<file path="config.mk">
export PLATFORM = sky130hd
export DESIGN_NAME = fwd_scoreboard
export DESIGN_NICKNAME = d
export VERILOG_FILES = /design/src/rtl/fwd_scoreboard.sv
export SDC_FILE = /design/constraint.sdc
export NUM_CORES = 1
export LEC_CHECK = 0
export BUFFER_PORTS_ARGS = -buffer_cell sky130_fd_sc_hd__clkbuf_2
export CORE_MARGIN = 2
export CORE_UTILIZATION = 48
export DETAILED_ROUTE_END_ITERATION = 10
export GPL_ROUTABILITY_DRIVEN = 0
export PLACE_DENSITY = 0.83
export SETUP_SLACK_MARGIN = 0.3
export SLEW_MARGIN = 10
export SYNTH_ARGS = -nofsm -noshare
export SYNTH_HDL_FRONTEND = slang
export SYNTH_SLANG_ARGS = --single-unit
</file>
<file path="constraint.sdc">
create_clock -name CLK -period 6 [get_ports CLK]
set_input_delay 1.2 -clock CLK [delete_from_list [all_inputs] [get_ports CLK]]
set_output_delay 1.2 -clock CLK [all_outputs]
set_load 0.01 [all_outputs]
</file>
<file path="src/rtl/fwd_scoreboard.sv">
// rtl/fwd_scoreboard.sv - operand forwarding scoreboard with load-use stall detection
module fwd_scoreboard #(
    parameter int REGW       = 5,
    parameter int DATAW      = 32,
    parameter int NSRC       = 3,
    parameter int DEPTH      = 3,
    parameter int LOAD_STAGE = 1,
    parameter int CNTW       = 16,
    parameter int SELW       = $clog2(DEPTH + 1)
) (
    input  logic                   CLK,
    input  logic                   nRST,
    input  logic                   issue_valid,
    input  logic                   issue_wen,
    input  logic [REGW-1:0]        issue_dest,
    input  logic                   issue_load,
    input  logic                   advance,
    input  logic                   flush,
    input  logic                   perf_clr,
    input  logic [DEPTH*DATAW-1:0] stage_result,
    input  logic [NSRC*REGW-1:0]   src_reg,
    input  logic [NSRC-1:0]        src_used,
    output logic [NSRC*SELW-1:0]   fwd_sel,
    output logic [NSRC*DATAW-1:0]  fwd_data,
    output logic                   stall,
    output logic [SELW-1:0]        occupancy,
    output logic [CNTW-1:0]        stall_count
);

    typedef struct packed {
        logic            valid;
        logic            wen;
        logic [REGW-1:0] dest;
        logic            load;
    } entry_t;

    entry_t e [DEPTH];

    // Scan oldest to youngest so the youngest matching producer is the last to win.
    always_comb begin
        logic            hit;
        int              win;
        logic [REGW-1:0] r;
        fwd_sel  = '0;
        fwd_data = '0;
        stall    = 1'b0;
        hit      = 1'b0;
        win      = 0;
        r        = '0;
        for (int j = 0; j < NSRC; j++) begin
            r   = src_reg[j*REGW +: REGW];
            hit = 1'b0;
            win = 0;
            for (int i = DEPTH - 1; i >= 0; i--) begin
                if (e[i].valid && e[i].wen && (e[i].dest == r) && (r != '0) && src_used[j]) begin
                    hit = 1'b1;
                    win = i;
                end
            end
            if (hit && (win < LOAD_STAGE) && e[win].load) begin
                stall = 1'b1;
            end else if (hit) begin
                fwd_sel[j*SELW +: SELW]    = SELW'(win + 1);
                fwd_data[j*DATAW +: DATAW] = stage_result[win*DATAW +: DATAW];
            end
        end
    end

    always_comb begin
        occupancy = '0;
        for (int i = 0; i < DEPTH; i++) begin
            if (e[i].valid && e[i].wen) begin
                occupancy = occupancy + SELW'(1);
            end
        end
    end

    always_ff @(posedge CLK or negedge nRST) begin
        if (!nRST) begin
            for (int i = 0; i < DEPTH; i++) begin
                e[i] <= '0;
            end
        end else if (advance) begin
            for (int i = 1; i < DEPTH; i++) begin
                e[i] <= e[i-1];
            end
            // A stalled or flushed decode slot enters the pipe as a bubble.
            if (issue_valid && !stall && !flush) begin
                e[0] <= '{valid: 1'b1, wen: issue_wen, dest: issue_dest, load: issue_load};
            end else begin
                e[0] <= '0;
            end
        end else if (flush) begin
            e[0].valid <= 1'b0;
        end
    end

    always_ff @(posedge CLK or negedge nRST) begin
        if (!nRST) begin
            stall_count <= '0;
        end else if (perf_clr) begin
            stall_count <= '0;
        end else if (stall && advance && (stall_count != '1)) begin
            stall_count <= stall_count + CNTW'(1);
        end
    end

endmodule

</file>
## Word-level counts from Yosys, hierarchy flattened

Cells that the tools add are included.

- Divide/modulo/power cells: 0
- Shifts and indexed selects: 3
- Equal/unequal tests: 10
- Mux-type cells: 50
- Reduce and logical (&&, ||, !) cells: 47
- Order comparisons: 6
- Add/subtract/negate cells: 6
- Bitwise operators: 3
- Multipliers: 0

Operators by type and width:

| cell | count |
|---|---|
| two-way mux 32 bit | 10 |
| variable part select 96 x 32 -> 32 bit | 3 |
| >= comparator 32 x 3 -> 1 bit (second input constant) | 3 |
| < comparator 32 x 2 -> 1 bit (second input constant) | 3 |
| inverter 32 bit | 3 |
| binary-select mux 8 bit (select 2 bit) | 3 |
| == test 5 bit | 9 |
| logical AND 1 bit | 40 |
| two-way mux 16 bit | 2 |
| two-way mux 2 bit | 13 |
| two-way mux 1 bit | 21 |
| adder 16 x 1 -> 16 bit (second input constant) | 1 |
| inequality test 16 bit (second input constant) | 1 |
| nonzero test 5 bit | 3 |
| two-way mux 8 bit | 1 |
| adder 2 bit (second input constant) | 3 |
| adder 2 x 1 -> 2 bit (second input constant) | 2 |
| nonzero test 2 bit | 2 |
| zero test 1 bit | 2 |

- Latch bits: 0
- Logic and storage cells: 138
- Flip-flop bits (word level): 40
- Bits in read-only memories: 0
- Bits in writable memories: 0
- Bits of input ports: 127
- Memories: 0
- Output and inout bits: 121

## Depth between registers and ports, before layout

Gate-level depths: netlist (run 1).

- Depth in word-level cells: 20
- Mapped depth: 15
- Mapped depth without buffers: 11

## Worst setup path before layout (run 1)

Ideal clock, no wire load.

- Path kind: input -> output
- Start point: in src_reg[6]
- End point: out stall
- Slack: 631 ps
- Data required time: 4800 ps
- Path buffers: 4
- Data arrival time: 4169 ps
- Stages: 12
- Cells stage by stage: or4_1 -> o21ai_2 -> nor3_1 -> clkbuf_1 -> clkbuf_1 -> or3b_2 -> ha_1 -> o2bb2ai_1 -> a2111oi_2 -> buf_6 -> buf_2 -> inv_2

- Word-level cells in the longest chain between the ends: 14
- Elaborated cells on any way between the ends: 28
- Those cells by class: 1 x order compare; 3 x eq/ne; 11 x mux; 1 x bitwise; 12 x reduce/logical

RTL lines:

| item | line | source |
|---|---|---|
| from (decl) | 21 | `input logic [NSRC*REGW-1:0] src_reg,` |
| parallel branches: the longest is 11 deep, another holds < comparator 32 x 2 -> 1 bit | n/a |  |
| logical AND 1 bit (*) | 60 | `if (hit && (win < LOAD_STAGE) && e[win].load) begin` |
| two-way mux 1 bit (*) (2 in a row) | 60 |  |
| to (decl) | 25 | `output logic stall,` |

Every way passes the cells marked *. The select of a mux whose other input is x is not followed.

## Worst setup path after layout (run 1)

- Start point: in src_reg[6]
- End point: out fwd_data[41]

- Word-level cells in the longest chain between the ends: 13
- Elaborated cells on any way between the ends: 29
- Those cells by class: 1 x order compare; 3 x eq/ne; 1 x shift; 11 x mux; 1 x bitwise; 12 x reduce/logical

RTL lines:

| item | line | source |
|---|---|---|
| parallel branches: the longest is 12 deep, another holds < comparator 32 x 2 -> 1 bit | n/a |  |
| two-way mux 32 bit (*) | 60 |  |
| to (decl) | 24 | `output logic [NSRC*DATAW-1:0] fwd_data,` |

Marked as above.

==> metrics.yaml, run 1 <==
timing:
  min_period_over_period: 0.8839
  tns_ns: 0
  hold_viol_final: 0
  relSlewSlack: 0.3515
  rsz0062_at_grt: "false"
  setup_viol_count_final: 0
  setup_slack_ns: 0.6963
  clock_skew_ns: 0.01383
  worst_slew_pin_slew_ns: 0.9727
  min_period_ns: 5.304
  fmax_mhz: 188.5
  slew_violations: 0
die:
  start_util: 0.4873
  rows: 37
  io_pins: 248
  die_w_um: 105.7
  die-area_um2: 11170
  die_h_um: 105.7
  core_um2: 10180
synth:
  synth_seq_area_share: 0.2017
  syn-instance-count: 621
  synth_ff_type: "dfrtp_1"
  synth_top_area_share: 0.2017
  synth_top_area_cell: "dfrtp_1"
  synth-edff-count: 0
  async_reset_ff_frac: 1.000
  synth_nets: 754
  synth-seq-cells: 40
  syn_area_per_cell_um2: 7.993
  netlist_area_um2: 4964
  yosys.cell_types.count: 53
  yosysWarnings: 0
  ys_top_cells_by_area: "dfrtp_1 (20%), mux2i_1 (13%), mux2_2 (10%), a211oi_1 (9.8%), nor2_1 (8.4%)"
pwr:
  power_density_nw_per_um2: 104.9
  ir_worst_vdd_mv: 0.1580
  p_leak_uw: 0.003021
  p_total_uw: 676.6
cts:
  cts_hold_buf: 0
  postCtsSetupRepairBufs: 0
  clk_latency_ns: 0.30
  clockBufferDepth: 2
  cts_resized: 0
  cts_tree: "built"
  clock_sinks: 40
  cts_buffers: 5
  cts-htree-levels: 2
  cts_root_buf: "clkbuf_8"
  clk_pin_slew_ns: 0.09
global_routing:
  grt_pass1_vias: 5558
  grt_first_pass_wirelength_um: 27410
  antenna_found_initial: 1
  grt_max_degree: 41
  track_usage: 0.3007
  grt_remaining_overflow: 0
setup_path:
  arrival_ns: 4.10
  rrSetupSlack_ns: 2.26
  worstPathMaxFanout: 39
  crit_required_ns: 4.80
  worstSetupPathType: "input port to output port"
  worstReg2RegEnd: "e[21]"
  worstReg2RegStart: "e[10]"
  worstSetupStartpointType: "input port"
  crit_path_end_kind: "output port"
  r2r_cells: 11
cells_and_area:
  layout_commonest_cell: "clkbuf_2"
  drive_gt1_frac: 0.3990
  finish.utilization: 0.6330
  layout.nets: 974
  areaGrowthSynthToFinish_pct: 29.90
  final_cell_mix: "clkbuf_2 (247), nor2_1 (109), a211oi_1 (65)"
min_path:
  min_to: "e[7]"
  hp-start: "e[7]"
  whs_path_depth: 1
  min-delay-path-class: "flip-flop to flip-flop"
place:
  io_buffers: 247
  pre_cts_ws_ns: 0.7331
  dpl.hpwl_um: 13710
detailed_routing:
  drc: 0
  wire_per_inst_um: 18.14
  wl_um: 17760
  vias: 5933
  firstDrtPassIters: 5
  first_iter_violations: 572
  detail_route.vias_per_cell: 6.060
  antenna_left: 0
job:
  maxCapViolations: 0
outcome:
  status: "complete, no violations"
==> cell usage after synthesis (2+ instances only) <==
master	count
a21oi_1	16
mux2_2	46
xnor2_1	39
or4_1	9
nand4_1	15
nor3b_1	3
buf_1	4
nor2b_1	7
clkbuf_1	44
and2_1	2
mux2_1	5
nor4_1	7
xor2_1	7
nor3_1	3
o31ai_1	3
a21o_1	2
nand2_1	21
o21ai_1	2
buf_4	2
inv_1	8
or3_1	8
a211oi_1	65
nor2_1	111
ha_1	6
o21ai_0	11
a22o_1	7
nand3_1	5
mux2i_1	64
dfrtp_1	40
o22ai_1	32
and3_1	5
==> worst max-delay path by stage <==
stage / to / startpoint / depth (start not counted) / slack (ns)
global placement: fwd_data[41] / src_reg[6] / 12 / 0.79
global route: fwd_data[41] / src_reg[6] / 12 / 0.62
detailed placement: fwd_data[41] / src_reg[6] / 12 / 0.73
floorplan: stall / src_reg[6] / 12 / 0.63
finish: fwd_data[41] / src_reg[6] / 12 / 0.70
CTS: fwd_data[41] / src_reg[6] / 12 / 0.73
==> sequential cells by signal, indices dropped and copies added (netlist names) <==
| register | count |
|---|---|
| e | 24 |
| stall_count | 16 |
==> per-stage QoR <==
stage                     area [um^2]  hold WS, ns  std cells
final                            6447       0.5153        979
after global routing             6445       0.5230        978
after CTS                        6445       0.5168        978
after detailed placement         6352       0.4970        970
after global placement           6352       0.4831        970
after floorplan                  4964       0.4662        621
==> worst max-delay path, cell delays in order <==
cell	delay [ns]
clkbuf_2	0.13
or4_1	0.54
o21ai_2	0.21
or4_2	0.17
buf_4	0.38
nand2_1	0.11
ha_1	0.27
a21oi_1	0.19
a21oi_2	0.10
buf_4	0.21
a211oi_1	0.35
clkbuf_2	0.21
==> final cells by class <==
type / count / area (um^2)
multi-input cells: 520 / 3764
fillers: 942 / 3737
repair buffers: 265 / 1384
flip-flops and latches: 40 / 1001
well taps: 136 / 170.2
clock buffers: 6 / 82.58
inverters: 9 / 33.78
clock inverters: 2 / 10.01
diodes: 1 / 2.502
==> report_power, final <==
group	switching (uW)	total (uW)	leakage, uW	internal [uW]
registers	19.6	301	0.000547	281
logic	92.2	186	0.00242	94.1
clock network	97.4	189	0.0000510	91.8
==> per-layer routing <==
layer | share of wire | wire length, um | GRT usage | vias up
met5 | 0 | 0 | 0 | -
met4 | 0.028 | 497 | 0.1053 | 0
met3 | 0.091 | 1624 | 0.06308 | 40
met2 | 0.48 | 8576 | 0.5161 | 345
met1 | 0.40 | 7057 | 0.3725 | 2797
li1 | - | - | - | 2751
==> cells by family (layout without fill, tap and decap cells) <==
logic type / count (synthesis) / after routing / share of synthesized area
AND/OR/NAND/NOR: 206 / 206 / 0.2009
AO/OA/AOI/OAI: 147 / 147 / 0.2070
multiplexers: 115 / 115 / 0.2448
buffers and inverters: 61 / 282 / 0.04940
XOR/XNOR: 46 / 46 / 0.08117
flip-flops: 40 / 40 / 0.2017
adder cells (fa/ha/maj): 6 / 6 / 0.01512
other: 0 / 1 / 0
No activity file was read; power rests on OpenSTA's default activity.
==> run 2: changes to the inputs <==
==> constraint.sdc (replaced) <==
create_clock -name CLK -period 6 [get_ports CLK]
set_input_delay 0.9 -clock CLK [delete_from_list [all_inputs] [get_ports CLK]]
set_output_delay 0.9 -clock CLK [all_outputs]
set_load 0.01 [all_outputs]
==> metrics.yaml, run 2 (same netlist as run 1, synthesis figures left out) <==
cts:
  clock_sinks: 40  # unchanged
  clk_latency_ns: 0.30  # about the same
  postCtsSetupRepairBufs: 0  # unchanged
  clockBufferDepth: 2  # unchanged
  cts_root_buf: "clkbuf_8"  # unchanged
  cts-htree-levels: 2  # unchanged
  clk_pin_slew_ns: 0.08  # was 0.09 ns
  cts_resized: 0  # unchanged
  cts_buffers: 5  # unchanged
  cts_hold_buf: 0  # unchanged
  cts_tree: "built"  # unchanged
setup_path:
  arrival_ns: 3.97  # was 4.10 ns
  slowest_delay_ns: 0.52  # was 0.54 ns
  cp_top_family: "compound AO/OA/AOI/OAI gates"  # was buffers and inverters
  rrSetupSlack_ns: 2.47  # was 2.26 ns
  worstReg2RegStart: "e[17]"  # was e[10]
  crit_path_end_kind: "output port"  # unchanged
  critPathSlowestCell: "or4_1"  # unchanged
  worstReg2RegEnd: "stall_count[5]"  # was e[21]
  crit_required_ns: 5.10  # was 4.80 ns
  worstSetupStartpointType: "input port"  # unchanged
  cp_num_buf_inv: 4  # unchanged
  r2r_cells: 11  # unchanged
  path_cells: "clkbuf_2 -> or4_1 -> o21ai_1 -> nor4_2 -> buf_4 -> nand2_1 -> ha_1 -> o21ai_0 -> a31oi_1 -> a21o_1 -> buf_4 -> a21oi_1 -> clkbuf_2"  # was clkbuf_2 -> or4_1 -> o21ai_2 -> or4_2 -> buf_4 -> nand2_1 -> ha_1 -> a21oi_1 -> a21oi_2 -> buf_4 -> a211oi_1 -> clkbuf_2
  worstPathMaxFanout: 38  # was 39
  worstSetupPathType: "input port to output port"  # unchanged
detailed_routing:
  drc: 0  # unchanged
  wl_um: 17660  # was 17,760 um
  vias: 5968  # was 5,933
  antenna_left: 0  # unchanged
  firstDrtPassIters: 5  # unchanged
  detail_route.vias_per_cell: 6.127  # was 6.060
  wire_per_inst_um: 18.13  # was 18.14 um
  first_iter_violations: 589  # was 572
place:
  dpl.hpwl_um: 13470  # was 13,710 um
  io_buffers: 247  # unchanged
  place_inst: 965  # was 970
  post_dp_cell_area_um2: 6302  # was 6352 um^2
die:
  rows: 37  # unchanged
  die_h_um: 105.7  # unchanged
  start_util: 0.4873  # unchanged
  io_pins: 248  # unchanged
  die_w_um: 105.7  # unchanged
  die-area_um2: 11170  # unchanged
  core_um2: 10180  # unchanged
min_path:
  min_to: "e[6]"  # was e[7]
  min-delay-path-class: "flip-flop to flip-flop"  # unchanged
  whs_path_depth: 1  # unchanged
  hp-start: "e[6]"  # was e[7]
pwr:
  p_total_uw: 706.4  # was 676.6 uW
  power_density_nw_per_um2: 110.2  # was 104.9 nW/um^2
  ir_worst_vdd_mv: 0.1547  # was 0.1580 mV
  p_leak_uw: 0.002995  # was 0.003021 uW
cells_and_area:
  final_cell_mix: "clkbuf_2 (247), nor2_1 (109), a211oi_1 (65)"  # unchanged
  layout_commonest_cell: "clkbuf_2"  # unchanged
  drive_gt1_frac: 0.3943  # was 0.3990
  fin_area_um2: 6412  # was 6447 um^2
  finalNonFillerCells: 974  # was 979
  largestRegisters: "e (24), stall_count (16)"  # unchanged
  largest-register: "e"  # unchanged
  multi_input_area_um2: 3764  # unchanged
  largest_reg_flops: 24  # unchanged
  fillers: 943  # was 942
  final-seq-area_um2: 1001  # unchanged
  areaGrowthSynthToFinish_pct: 29.19  # was 29.90%
  layout.nets: 969  # was 974
global_routing:
  antenna_found_initial: 1  # unchanged
  grt_max_degree: 41  # unchanged
  grt_first_pass_wirelength_um: 27410  # about the same
  grt_pass1_vias: 5495  # was 5,558
  grt_remaining_overflow: 0  # unchanged
  track_usage: 0.2985  # was 0.3007
timing:
  rsz0062_at_grt: "false"  # unchanged
  fmax_mhz: 205.4  # was 188.5 MHz
  worst_slew_pin_slew_ns: 0.9962  # was 0.9727 ns
  min_period_over_period: 0.8114  # was 0.8839
  relSlewSlack: 0.3359  # was 0.3515
  setup_viol_count_final: 0  # unchanged
  min_period_ns: 4.869  # was 5.304 ns
  clock_skew_ns: 0.007046  # was 0.01383 ns
  tns_ns: 0  # unchanged
  slew_violations: 0  # unchanged
  hold_viol_final: 0  # unchanged
outcome:
  status: "complete, no violations"  # unchanged
job:
  maxCapViolations: 0  # unchanged
[run 2: cell count changes in the layout (fill, tap and decap cells not counted)]
cell,delta
buf_4,-4
clkinv_2,-1
bufinv_16,+1
buf_12,-1
clkbuf_8,-1
clkbuf_1,+1
[run 2: how the worst max path moves through the flow]
stage	startpoint	to	slack (ns)	depth (start not counted)
floorplan	src_reg[6]	stall	1.23	12
CTS	src_reg[10]	fwd_data[94]	1.15	12
detailed placement	src_reg[10]	fwd_data[91]	1.15	12
global placement	src_reg[2]	fwd_sel[0]	1.14	13
finish	src_reg[2]	fwd_sel[0]	1.13	13
global route	src_reg[2]	fwd_sel[0]	0.92	13
[run 2: power breakdown]
| part | internal (uW) | switching, uW | total [uW] |
|---|---|---|---|
| combinational | 94.0 | 91.8 | 186 |
| clock | 123 | 96.0 | 220 |
| sequential | 281 | 19.7 | 301 |
| total | 499 | 207 | 706 |
[run 2: per-stage QoR]
| step | hold WS (ns) | util | setup slack [ns] |
|---|---|---|---|
| 3_5_place_dp | 0.5009 | 0.6188 | 1.150 |
| 5_1_grt | 0.5409 | 0.6294 | 0.9171 |
| 4_1_cts | 0.5180 | 0.6294 | 1.145 |
| 3_3_place_gp | 0.4843 | 0.6188 | 1.143 |
| 2_1_floorplan | 0.4662 | - | 1.231 |
| 6_report | 0.5216 | 0.6296 | 1.131 |
[run 2: final cells by class]
type,count,area share
flip-flops and latches,40,0.1561
clock inverters,2,0.005463
multi-input cells,520,0.5869
clock buffers,6,0.01132
diodes,1,0.0003902
inverters,9,0.005268
well taps,136,0.02654
repair buffers,260,0.2080
[run 2: metal layers]
metal / part of all wire / up-vias / routed length [um] / global-route usage
met3: 0.085 / 57 / 1496 / 0.05751
met4: 0.032 / 0 / 571 / 0.09962
met1: 0.40 / 2838 / 7115 / 0.3650
li1: - / 2755 / - / -
met2: 0.48 / 318 / 8472 / 0.5244
met5: 0 / - / 0 / 0
